**src/rtl/coin_credit_ctrl_pkg.sv**
```systemverilog
// Shared vending-machine definitions: coin denominations, controller states and coin legality.
package coin_credit_ctrl_pkg;

    localparam logic [3:0] COIN_1  = 4'd1;
    localparam logic [3:0] COIN_5  = 4'd5;
    localparam logic [3:0] COIN_10 = 4'd10;

    typedef enum logic [1:0] {
        StIdle    = 2'd0,
        StCollect = 2'd1,
        StVend    = 2'd2,
        StChange  = 2'd3
    } state_e;

    function automatic logic coin_is_legal(input logic [3:0] value);
        return (value == COIN_1) || (value == COIN_5) || (value == COIN_10);
    endfunction

endpackage

```
**src/rtl/coin_credit_ctrl_change_coin_pick.sv**
```systemverilog
// Greedy change selector: largest coin not exceeding the remaining credit.
module coin_credit_ctrl_change_coin_pick
    import coin_credit_ctrl_pkg::*;
#(
    parameter int unsigned CREDIT_W = 8
) (
    input  logic [CREDIT_W-1:0] credit,
    output logic [3:0]          coin
);

    always_comb begin
        if (credit >= CREDIT_W'(COIN_10)) begin
            coin = COIN_10;
        end else if (credit >= CREDIT_W'(COIN_5)) begin
            coin = COIN_5;
        end else begin
            coin = COIN_1;
        end
    end

endmodule

```
**src/rtl/coin_credit_ctrl.sv**
```systemverilog
// Vending credit controller: coin intake, product selection, vend pulse and greedy change payout.
module coin_credit_ctrl
    import coin_credit_ctrl_pkg::*;
#(
    parameter int unsigned CREDIT_W   = 8,
    parameter int unsigned MAX_CREDIT = 200
) (
    input  logic                clk,
    input  logic                rst_n,
    input  logic                coin_valid,
    input  logic [3:0]          coin_value,
    output logic                coin_ready,
    output logic                coin_reject,
    input  logic                sel_valid,
    input  logic [CREDIT_W-1:0] sel_price,
    output logic                sel_nack,
    input  logic                cancel,
    output logic                vend_pulse,
    output logic [CREDIT_W-1:0] credit,
    output logic                chg_valid,
    output logic [3:0]          chg_coin,
    input  logic                chg_ready,
    output logic                busy
);

    state_e              state;
    logic                coin_fire;
    logic                coin_ok;
    logic [CREDIT_W:0]   coin_sum;
    logic                sel_ok;
    logic [CREDIT_W-1:0] coin_add;
    logic [CREDIT_W-1:0] price_sub;
    logic [CREDIT_W-1:0] credit_d;
    logic [3:0]          pick_coin;

    assign coin_ready = (state == StIdle) || (state == StCollect);
    assign busy       = (state == StVend) || (state == StChange);

    // Carry bit only feeds the ceiling compare.
    assign coin_fire = coin_valid && coin_ready;
    assign coin_sum  = {1'b0, credit} + (CREDIT_W + 1)'(coin_value);
    assign coin_ok   = coin_fire && coin_is_legal(coin_value) &&
                       (coin_sum <= (CREDIT_W + 1)'(MAX_CREDIT));

    // Selection is judged against the pre-coin credit.
    assign sel_ok    = (sel_price != '0) && (credit >= sel_price);
    assign coin_add  = coin_ok ? CREDIT_W'(coin_value) : '0;
    assign price_sub = (state == StCollect && !cancel && sel_valid && sel_ok) ? sel_price : '0;

    always_comb begin
        credit_d = credit;
        case (state)
            StIdle, StCollect: credit_d = credit + coin_add - price_sub;
            StChange: begin
                if (chg_ready) begin
                    credit_d = credit - CREDIT_W'(chg_coin);
                end
            end
            default: ;
        endcase
    end

    coin_credit_ctrl_change_coin_pick #(
        .CREDIT_W(CREDIT_W)
    ) u_pick (
        .credit(credit_d),
        .coin  (pick_coin)
    );

    always_ff @(posedge clk or negedge rst_n) begin
        if (!rst_n) begin
            state       <= StIdle;
            credit      <= '0;
            coin_reject <= 1'b0;
            sel_nack    <= 1'b0;
            vend_pulse  <= 1'b0;
            chg_valid   <= 1'b0;
            chg_coin    <= '0;
        end else begin
            credit      <= credit_d;
            coin_reject <= coin_fire && !coin_ok;
            sel_nack    <= 1'b0;
            vend_pulse  <= 1'b0;
            unique case (state)
                StIdle: begin
                    if (sel_valid) begin
                        sel_nack <= 1'b1;
                    end
                    if (coin_ok) begin
                        state <= StCollect;
                    end
                end
                StCollect: begin
                    if (cancel) begin
                        state     <= StChange;
                        chg_valid <= 1'b1;
                        chg_coin  <= pick_coin;
                    end else if (sel_valid) begin
                        if (sel_ok) begin
                            state      <= StVend;
                            vend_pulse <= 1'b1;
                        end else begin
                            sel_nack <= 1'b1;
                        end
                    end
                end
                StVend: begin
                    if (credit != '0) begin
                        state     <= StChange;
                        chg_valid <= 1'b1;
                        chg_coin  <= pick_coin;
                    end else begin
                        state <= StIdle;
                    end
                end
                StChange: begin
                    // Coin is only re-picked after a handshake, so it holds while stalled.
                    if (chg_ready) begin
                        if (credit_d == '0) begin
                            state     <= StIdle;
                            chg_valid <= 1'b0;
                            chg_coin  <= '0;
                        end else begin
                            chg_coin <= pick_coin;
                        end
                    end
                end
                default: state <= StIdle;
            endcase
        end
    end

endmodule

```
**config.mk**
```make
export PLATFORM = sky130hd
export DESIGN_NAME = coin_credit_ctrl
export DESIGN_NICKNAME = d
export VERILOG_FILES = /design/src/rtl/coin_credit_ctrl_pkg.sv /design/src/rtl/coin_credit_ctrl_change_coin_pick.sv /design/src/rtl/coin_credit_ctrl.sv
export SDC_FILE = /design/constraint.sdc
export NUM_CORES = 1
export LEC_CHECK = 0
export BUFFER_PORTS_ARGS = -buffer_cell sky130_fd_sc_hd__buf_2
export CAP_MARGIN = 20
export CORE_ASPECT_RATIO = 1.2
export CORE_MARGIN = 4
export CORE_UTILIZATION = 52
export DETAILED_ROUTE_END_ITERATION = 8
export PLACE_DENSITY = 0.77
export SLEW_MARGIN = 20
export SYNTH_ARGS = -nofsm -noshare
export SYNTH_HDL_FRONTEND = slang
export SYNTH_HIERARCHICAL = 1
export SYNTH_SLANG_ARGS = --single-unit
```
**constraint.sdc**
```tcl
create_clock -name clk -period 4.6 [get_ports clk]
set_clock_uncertainty 0.2 [all_clocks]
set_input_delay 0.46 -clock clk [delete_from_list [all_inputs] [get_ports clk]]
set_output_delay 0.46 -clock clk [all_outputs]
set_load 0.01 [all_outputs]
```
==> metrics, run 1 <==
status=finished with violations; failing checks=negative setup slack; Vias/cell=6.16; Switching Share=0.482; syn_area_per_cell=8.51 µm²; Mapped Nets=307; r2r setup slk=-0.18 ns; Hold Path Cell Cnt=2; Hold Path End=sel_nack$_DFF_PN0_; Req. time, crit path=4.56 ns; Psw=1.05 mW; Post-synth EDFFs=0; Final ANT Viol Nets=0; CTS Sinks=18; Core Area=4000 µm²; Comb power frac=0.820; GP Congestion=0.940; Seq cells post-synth=18; Final Critical Period=4.78 ns; power density of the placed cells=713 nW/µm²; startpoint types=flop; ANT cells=0; clock latency on the worst-skew pair=0.27 ns; Cell Int Power=1.13 mW; reg2reg end=chg_coin[1]$_DFFE_PN0P_; synthesized area=2180 µm²; DR WL/cell=18.7 µm; area delta synth->final=40.6%; Synth Warn #=6; Worst Path Max Fanout=4; die footprint=5300 µm²; ys flop type=dfrtp_1; largest net degree at the start of global routing=20; Port Buffers=35; Non-Filler Instances=395; Initial Util=0.544; clock buffer count from CTS=3; R2R Path Start=credit[0]$_DFF_PN0_; Clock Power Share=0.063; WS Path Type=flop to flop; I/O pin cnt=36; Nets=393; first-pass GRT wire length=11.4 mm; Final HPWL DP=5.21 mm; min-delay worst type=input port to flop; Via Count=2434; CTS tree=done; Max Cap Violations=0; ys async rst share=1.00; DR pass1 iterations=5; drt initial violations=265; Pleak=1.46 nW; max-slew violations=0; overall die height=78.9 µm; Fillers=293; Setup crit end kind=flop; Post-route DRC=0; dpl cells=384; Max VDD drop=0.000360 V; Worst Reg-to-Reg Cells=22; worst setup margin=-0.177 ns; GRT Overall Usage=0.283; Seq/Total Area, Yosys=0.207; RSZ-0062 raised after global routing=true; # setup viols final=5; Tcrit/Tclk final=1.04; number of library cell types mapped by synthesis=57; initial antenna violation count=0; layout cells sized above 1=0.399; Fin Setup TNS=-0.672 ns; number of H-tree levels=1; WL final=7.40 mm; Synth Instances=256; final hold viol count=0; Clk pin slew, worst setup/hold paths=0.08 ns; Rel. slew slack=0.605; Seq pwr share=0.117; Worst-Margin Slew=0.591 ns; hold_sp=sel_valid; Site Rows=25; Die W=67.1 µm; vias in the first global route=2382; root buffer cell=clkbuf_8; CTS max path bufs=2; Data arrival, critical path=4.73 ns; Worst Setup SP=credit[0]$_DFF_PN0_; grt ovf=0; Max Freq=209 MHz
-- registers in the layout, summed over array words and instances (netlist names) --
register     flops
chg_coin         4
state            2
chg_valid        1
sel_nack         1
coin_reject      1
vend_pulse       1
credit           8
-- power groups by stage --
stage	combinational [mW]	clock (mW)	sequential (mW)
after floorplan	0.891	0	0.299
after global placement	1.45	0	0.256
after detailed placement	1.49	0	0.256
after CTS	1.64	0.138	0.253
after global routing	1.94	0.146	0.260
final	1.79	0.138	0.256
-- worst max path at each step --
stage / end / slack, ns
after floorplan: chg_coin[3]$_DFFE_PN0P_ / -0.10
after global placement: chg_coin[3]$_DFFE_PN0P_ / -0.22
after detailed placement: chg_coin[1]$_DFFE_PN0P_ / -0.31
after CTS: chg_coin[1]$_DFFE_PN0P_ / -0.06
after global routing: chg_coin[1]$_DFFE_PN0P_ / -0.47
final: chg_coin[1]$_DFFE_PN0P_ / -0.18
-- repair_timing --
| item | in CTS | in global routing |
|---|---|---|
| hold buffers | 1 | 0 |
| buffers inserted | 4 | 2 |
| setup endpoints to repair | 6 | 7 |
| endpoints found under the hold margin | 18 | 0 |
| resized for setup | 30 | 9 |
| cloned | 0 | 0 |
| pin swaps | 24 | 4 |
-- cell families after synthesis --
logic type | after synthesis | synth area share
adders and majority gates | 33 | 0.210
muxes | 9 | 0.0419
buffers and inverters | 36 | 0.0712
DFF | 18 | 0.207
AOI/OAI and AO/OA | 64 | 0.214
and+or+nand+nor | 87 | 0.220
xor gates and xnor gates | 9 | 0.0362
-- placed cells by master (no fill, tap or decap), types with 3 or more instances in the layout --
cell,synthesis,final
ha_1,27,21
o211ai_1,4,4
o21ai_0,12,8
a21o_1,6,6
o21ai_1,1,5
clkbuf_8,0,4
nand2_2,0,4
nand4_1,5,5
fa_1,6,4
or4_1,5,5
a21oi_1,14,11
nor2_1,22,21
dfrtp_1,18,17
buf_2,1,35
nand2_1,17,12
buf_6,1,3
mux2i_1,8,7
ha_4,0,6
o21a_1,5,5
nor3b_1,4,4
xnor2_1,7,7
inv_1,27,23
inv_2,2,6
nor4_1,6,3
nand3_1,7,6
buf_4,3,49
nand2b_1,4,4
-- cell usage after synthesis (6+ instances only) --
master | count | share of area
o21ai_0 | 12 | 0.028
inv_1 | 27 | 0.046
mux2i_1 | 8 | 0.037
xnor2_1 | 7 | 0.028
nor4_1 | 6 | 0.017
nand3_1 | 7 | 0.016
nand2_1 | 17 | 0.029
a21o_1 | 6 | 0.021
dfrtp_1 | 18 | 0.21
fa_1 | 6 | 0.055
a21oi_1 | 14 | 0.032
nor2_1 | 22 | 0.038
ha_1 | 27 | 0.15
-- metrics by stage --
stage / cell area [µm²] / hold slack [ns] / setup slack (ns) / power, mW / util
final: 3060 / 0.261 / -0.177 / 2.19 / 0.765
after global routing: 3060 / 0.256 / -0.473 / 2.34 / 0.765
after CTS: 3000 / 0.256 / -0.0599 / 2.03 / 0.750
after detailed placement: 2770 / 0.232 / -0.306 / 1.74 / 0.693
after global placement: 2770 / 0.221 / -0.216 / 1.71 / 0.693
after floorplan: 2240 / -0.0356 / -0.100 / 1.19 / -
-- area by class of cell --
class	instances	area, µm²	share of cell area
flip-flops and latches	18	452	0.147
inverters	29	109	0.0355
multi-input cells	202	1790	0.586
clock buffers	4	55.1	0.0180
well taps	54	67.6	0.0220
repair buffers	88	587	0.192
-- critical path: stages, from the launching register on --
cell and delay [ns]:
dfrtp_2 0.44, ha_4 0.17, fa_2 0.36, a21o_1 0.22, a21oi_1 0.21, o21ai_0 0.18, a31oi_4 0.30, nand2_2 0.10
fa_1 0.57, inv_2 0.05, ha_4 0.24, buf_6 0.12, nand3_2 0.06, nand2_2 0.05, a21o_1 0.16, a21oi_2 0.14
xor2_1 0.21, mux2i_2 0.14, nor4_4 0.32, and2_4 0.19, inv_2 0.03, mux2i_1 0.13, nor2_1 0.06
-- layer usage --
metal	wire length [µm]	track usage	vias to the layer above
met4	306	0.103	0
met5	0	0	-
li1	-	-	1107
met2	3740	0.500	149
met3	579	0.0339	45
met1	2780	0.344	1133
Power figures use the tool's default switching activity.
==> run 2, diff against run 1 <==
--- a/config.mk
+++ b/config.mk
@@ -8,10 +8,11 @@
 export BUFFER_PORTS_ARGS = -buffer_cell sky130_fd_sc_hd__buf_2
 export CAP_MARGIN = 20
 export CORE_ASPECT_RATIO = 1.2
-export CORE_MARGIN = 4
+export CORE_MARGIN = 1
 export CORE_UTILIZATION = 52
 export DETAILED_ROUTE_END_ITERATION = 8
-export PLACE_DENSITY = 0.77
+export PLACE_DENSITY_LB_ADDON = 0.08
+export REMOVE_ABC_BUFFERS = 1
 export SLEW_MARGIN = 20
 export SYNTH_ARGS = -nofsm -noshare
 export SYNTH_HDL_FRONTEND = slang
==> metrics, run 2 (synthesized netlist as in run 1, its figures left out) <==
Worst path depth=25 (+14%); status=finished with violations; Final Cell Area=3200 µm² (+4.5%); Fillers=267 (-8.9%); reg2reg end=chg_coin[3]$_DFFE_PN0P_; CP max-delay cell=fa_1; Worst Reg-to-Reg Cells=25 (+14%); CTS tree=done; DR WL/cell=17.7 µm (-5.5%); Initial Util=0.549 (+0.00429); CTS max path bufs=2 (unchanged); grt ovf=0 (unchanged); number of H-tree levels=1 (unchanged); r2r setup slk=-0.27 ns (-0.10 ns); Core Area=3970 µm² (-0.78%); Die W=61.1 µm (-8.9%); die footprint=4460 µm² (-16%); GP Congestion=0.928 (-1.3%); layout cells sized above 1=0.420 (+0.0213); RSZ-0062 raised after global routing=true; initial antenna violation count=0 (unchanged); Nets=410 (+4.3%); Rel. slew slack=0.625 (+0.0195); DR pass1 iterations=4 (-1); startpoint types=flop; max reg flops=8 (unchanged); max-slew violations=0 (unchanged); WS Path Type=flop to flop; Site Rows=25 (unchanged); Via Count=2435 (+0.041%); Data arrival, critical path=4.80 ns (+0.07 ns); Port Buffers=35 (unchanged); Final HPWL DP=5.08 mm (-2.5%); CTS Sinks=18 (unchanged); WL final=7.28 mm (-1.6%); Post-route DRC=0 (unchanged); Clk pin slew, worst setup/hold paths=0.07 ns (about the same); failing checks=negative setup slack; I/O pin cnt=36 (unchanged); Worst Path Max Fanout=4 (unchanged); root buffer cell=clkbuf_8; Vias/cell=5.92 (-3.9%); Final Critical Period=4.87 ns (+0.0950 ns); Pleak=1.56 nW (+7.1%); # setup viols final=5 (unchanged); Hold Path Cell Cnt=2 (unchanged); drt initial violations=128 (-52%); Worst-Margin Slew=0.556 ns (-0.0348 ns); Tcrit/Tclk final=1.06 (+0.0207); Setup crit end kind=flop; first-pass GRT wire length=10.2 mm (-9.9%); Final Power=2.30 mW (+5.0%); clock buffer count from CTS=3 (unchanged); max incr delay on CP=0.49 ns (-0.08 ns); largest net degree at the start of global routing=20 (unchanged); M1 WL=2.98 mm (+7.5%); power density of the placed cells=717 nW/µm² (+0.57%); post-layout util=0.806 (+0.0404); top sig layer=met4; vias in the first global route=2237 (-6.1%); R2R Path Start=credit[0]$_DFF_PN0_; most common cell after layout, fill and taps aside=buf_4; ANT cells=0 (unchanged); clock latency on the worst-skew pair=0.26 ns (about the same); overall die height=72.9 µm (-7.6%); worst path bufs/invs=6 (+3); WL met2=3.63 mm (-2.9%); Max Cap Violations=0 (unchanged); Max VDD drop=0.000511 V (+42%); most frequent cells in the layout=buf_4, buf_2, inv_1; min-delay worst type=input port to flop; Hold Path End=sel_nack$_DFF_PN0_; hold_sp=sel_valid; DP Worst Slack=-0.640 ns (-0.333 ns); GRT Overall Usage=0.317 (+0.0345); worst setup margin=-0.272 ns (-0.0950 ns); area of placed instances=2800 µm² (+1.1%); Final ANT Viol Nets=0 (unchanged); area delta synth->final=46.8%; largest registers=credit: 8 flops, chg_coin: 4 flops, state: 2 flops; Max Freq=205 MHz (-2.0%); Req. time, crit path=4.53 ns (-0.03 ns); final hold viol count=0 (unchanged); Crit path max-delay family=adder cells; WL met3=462 µm (-20%); largest reg by FF count=credit
run 2: cell count changes in the layout (fill, tap and decap cells not counted), moves of 2 or more:
cell | before | now
buf_4 | 49 | 67
nor2_1 | 21 | 19
nand2_1 | 12 | 15
inv_2 | 6 | 4
a21oi_1 | 11 | 13
o21ai_2 | 0 | 2
o21ai_1 | 5 | 2
inv_1 | 23 | 25
nand2_2 | 4 | 2
run 2: how the worst max path moves through the flow:
stage	start	to	slack (ns)
after floorplan	coin_value[0]	chg_coin[3]$_DFFE_PN0P_	-0.24
after CTS	credit[0]$_DFF_PN0_	chg_coin[3]$_DFFE_PN0P_	-0.16
after global placement	coin_value[0]	chg_coin[3]$_DFFE_PN0P_	-0.46
final	credit[0]$_DFF_PN0_	chg_coin[3]$_DFFE_PN0P_	-0.27
after detailed placement	coin_value[0]	chg_coin[3]$_DFFE_PN0P_	-0.64
after global routing	credit[0]$_DFF_PN0_	chg_coin[1]$_DFFE_PN0P_	-0.47
run 2: per-stage QoR:
step	cells	hold slack, ns	setup TNS [ns]
2_1_floorplan	249	-0.0356	-0.820
3_3_place_gp	395	0.229	-2.49
3_5_place_dp	395	0.228	-3.39
4_1_cts	406	0.260	-0.414
5_1_grt	411	0.274	-1.99
6_report	411	0.251	-0.972
run 2: worst register-to-register path, stage by stage, from the launching register on:
cell	delay, ns
dfrtp_1	0.43
ha_4	0.18
fa_2	0.37
buf_6	0.14
nor4_4	0.23
a21oi_1	0.07
a22o_1	0.22
a31oi_1	0.13
buf_4	0.16
buf_6	0.10
nand2_2	0.05
fa_1	0.49
inv_2	0.05
ha_4	0.17
a211oi_2	0.22
buf_4	0.17
nor2_4	0.05
o21a_1	0.18
nor2_2	0.09
xor2_1	0.20
o21ai_2	0.12
nor4_4	0.32
and2_4	0.20
inv_2	0.03
mux2i_1	0.14
nor2_1	0.06
run 2: layout make-up:
| type | count | area, µm² | share of cell area |
|---|---|---|---|
| Clock buffer | 3 | 41.3 | 0.0129 |
| Multi-Input combinational cell | 202 | 1820 | 0.569 |
| Sequential cell | 18 | 450 | 0.141 |
| Inverter | 29 | 109 | 0.0340 |
| Timing Repair Buffer | 105 | 711 | 0.222 |
| Tap cell | 54 | 67.6 | 0.0211 |
run 2: repair_timing:
| action | CTS | global route |
|---|---|---|
| endpoints found under the setup margin | 7 | 7 |
| pin swaps | 20 | 11 |
| hold buffers | 1 | 0 |
| endpoints found under the hold margin | 18 | 0 |
| buffers inserted | 7 | 5 |
| gates resized for setup | 29 | 21 |
run 2: routing by layer:
metal / GRT usage / vias to the layer above
met5: 0 / -
met4: 0.0808 / 0
met3: 0.0479 / 23
met2: 0.564 / 113
met1: 0.391 / 1162
li1: - / 1137
run 2: power breakdown:
part	switching (mW)	internal, mW
Clock	0.0557	0.0584
Combinational	1.01	0.924
Sequential	0.0445	0.205
==> run 3, diff against run 2 <==
--- a/config.mk
+++ b/config.mk
@@ -9,9 +9,10 @@
 export CAP_MARGIN = 20
 export CORE_ASPECT_RATIO = 1.2
 export CORE_MARGIN = 1
-export CORE_UTILIZATION = 52
+export CORE_UTILIZATION = 57
 export DETAILED_ROUTE_END_ITERATION = 8
 export PLACE_DENSITY_LB_ADDON = 0.08
+export RECOVER_POWER = 100
 export REMOVE_ABC_BUFFERS = 1
 export SLEW_MARGIN = 20
 export SYNTH_ARGS = -nofsm -noshare
==> constraint.sdc (replaced) <==
create_clock -name clk -period 4.84 [get_ports clk]
set_clock_uncertainty 0.2 [all_clocks]
set_input_delay 0.484 -clock clk [delete_from_list [all_inputs] [get_ports clk]]
set_output_delay 0.484 -clock clk [all_outputs]
set_load 0.01 [all_outputs]
==> metrics, run 3 (synthesized netlist as in run 1, its figures left out) <==
Worst Path Max Fanout=5 (+1); post-layout util=0.803 (-0.00264); clock buffer count from CTS=3 (unchanged); number of H-tree levels=1 (unchanged); Data arrival, critical path=4.75 ns (-0.05 ns); layout cells sized above 1=0.337 (-0.0829); Core Area=3630 µm² (-8.5%); startpoint types=flop; WS Path Type=flop to flop; Final Critical Period=4.83 ns (-0.0384 ns); Hold Path End=coin_reject$_DFF_PN0_; Rel. slew slack=0.269 (-0.355); Req. time, crit path=4.76 ns (+0.23 ns); footprint of the multi-input gates=1720 µm² (-5.4%); met2 global-route usage=0.575 (+0.0107); final hold viol count=0 (unchanged); r2r setup slk=0.007 ns (+0.28 ns); most frequent cells in the layout=buf_4, buf_2, inv_1; ANT cells=0 (unchanged); M1 GR Usage=0.430 (+0.0389); max reg flops=8 (unchanged); GRT Overall Usage=0.334 (+0.0166); Fin Setup TNS=0 ns (+0.972 ns); Final Cell Area=2920 µm² (-8.8%); overall die height=69.7 µm (-4.4%); Final ANT Viol Nets=0 (unchanged); grt ovf=0 (unchanged); area of placed instances=2640 µm² (-5.7%); clock latency on the worst-skew pair=0.26 ns (about the same); max incr delay on CP=0.51 ns (+0.02 ns); hold_sp=coin_valid; Site Rows=24 (-4.0%); Setup crit end kind=flop; area delta synth->final=33.9%; largest registers=credit: 8 flops, chg_coin: 4 flops, state: 2 flops; CTS Sinks=18 (unchanged); Tcrit/Tclk final=0.999 (-0.0604); Nets=388 (-5.4%); Max Freq=207 MHz (+0.79%); initial antenna violation count=0 (unchanged); power density of the placed cells=677 nW/µm² (-5.6%); Worst Setup SP=credit[1]$_DFF_PN0_; Max VDD drop=0.000431 V (-16%); Max Cap Violations=0 (unchanged); Port Buffers=35 (unchanged); Initial Util=0.600 (+0.0512); met3 Use GR=0.0336 (-0.0143); CP max-delay cell=fa_1; drt initial violations=191 (+49%); CTS max path bufs=2 (unchanged); final hold slack=0.321 ns (+0.0696 ns); first-pass GRT wire length=10.4 mm (+1.3%); largest net degree at the start of global routing=20 (unchanged); Post-route DRC=0 (unchanged); sequential cell area=450 µm² (unchanged); grt peak-use layer=met2; max-slew violations=0 (unchanged); Via Count=2326 (-4.5%); reg2reg end=chg_coin[3]$_DFFE_PN0P_; Worst-Margin Slew=1.10 ns (+0.540 ns); Pleak=1.39 nW (-11%); vias in the first global route=2225 (-0.54%); GP Congestion=0.884 (-4.8%); Final HPWL DP=4.66 mm (-8.2%); status=finished clean; Worst Reg-to-Reg Cells=23 (-8.0%); DR pass1 iterations=4 (unchanged); WL final=6.74 mm (-7.5%); R2R Path Start=credit[1]$_DFF_PN0_; Clk pin slew, worst setup/hold paths=0.07 ns (about the same); largest reg by FF count=credit; most common cell after layout, fill and taps aside=buf_4; I/O pin cnt=36 (unchanged); worst path bufs/invs=4 (-2); RSZ-0062 raised after global routing=true; root buffer cell=clkbuf_8; Die W=58.5 µm (-4.3%); Final Power=1.98 mW (-14%); # setup viols final=0 (-5); Crit path max-delay family=compound AO/OA/AOI/OAI gates; worst-path cell chain=ha_1 > a21o_1 > a21oi_1 > mux2i_1 > a22o_1 > a31oi_1 > buf_4 > nand2_2 > fa_1 > inv_2 > fa_2 > nand3_1 > nand2_2 > a21o_1 > a21oi_2 > xor2_1 > mux2i_1 > nor4_2 > buf_4 > and2_4 > inv_2 > mux2i_1 > nor2_1; DR WL/cell=17.4 µm (-1.7%); CP most frequent cell=mux2i_1; die footprint=4080 µm² (-8.5%); Fillers=248 (-7.1%); Hold Path Cell Cnt=2 (unchanged); CTS tree=done; min-delay worst type=input port to flop; Vias/cell=6.01 (+1.4%)
## run 3: worst max-delay path by stage
stage,endpoint,slack [ns],cells after the start
detailed placement,chg_coin[3]$_DFFE_PN0P_,-0.39,24
finish,chg_coin[3]$_DFFE_PN0P_,0.007,23
CTS,chg_coin[3]$_DFFE_PN0P_,-0.08,23
floorplan,chg_coin[3]$_DFFE_PN0P_,-0.02,22
global placement,chg_coin[3]$_DFFE_PN0P_,-0.34,24
global route,chg_coin[3]$_DFFE_PN0P_,-0.17,23
## run 3: power by group
part | internal (mW) | total, mW | leakage (nW) | switching, mW
Combinational | 0.768 | 1.63 | 1.15 | 0.861
Clock | 0.0554 | 0.107 | 0.0216 | 0.0513
Sequential | 0.195 | 0.240 | 0.210 | 0.0453
## run 3: repair_timing
action / 4_1_cts / 5_1_grt
endpoints found under the hold margin: 18 / 0
buffers inserted: 5 / 6
hold buffers: 1 / 0
gates resized for setup: 16 / 21
setup endpoints to repair: 5 / 7
pin swaps: 20 / 14
## run 3: layout make-up
type / count / area share
inverter: 29 / 0.0373
clock buffer: 3 / 0.0142
tap: 52 / 0.0223
sequential: 18 / 0.154
multi-input combinational: 202 / 0.591
timing repair buffer: 83 / 0.181
## run 3: worst register-to-register path, cell delays in order, from the launching register on
cell and delay, ns:
dfrtp_1 0.44, ha_1 0.30, a21o_1 0.19, a21oi_1 0.32, mux2i_1 0.12, a22o_1 0.25
a31oi_1 0.15, buf_4 0.16, nand2_2 0.06, fa_1 0.51, inv_2 0.07, fa_2 0.39
nand3_1 0.11, nand2_2 0.07, a21o_1 0.19, a21oi_2 0.13, xor2_1 0.15, mux2i_1 0.12
nor4_2 0.27, buf_4 0.15, and2_4 0.14, inv_2 0.03, mux2i_1 0.12, nor2_1 0.05
## run 3: metal layers
layer | vias up | part of all wire
li1 | 1088 | -
met1 | 1121 | 0.41
met2 | 88 | 0.50
met3 | 29 | 0.054
met4 | 0 | 0.042
met5 | - | 0
## run 3: through the flow
| stage | std cells | setup WS (ns) |
|---|---|---|
| final | 387 | 0.00658 |
| after global routing | 387 | -0.171 |
| after CTS | 381 | -0.0752 |
| after detailed placement | 372 | -0.390 |
| after global placement | 372 | -0.336 |
| after floorplan | 249 | -0.0222 |
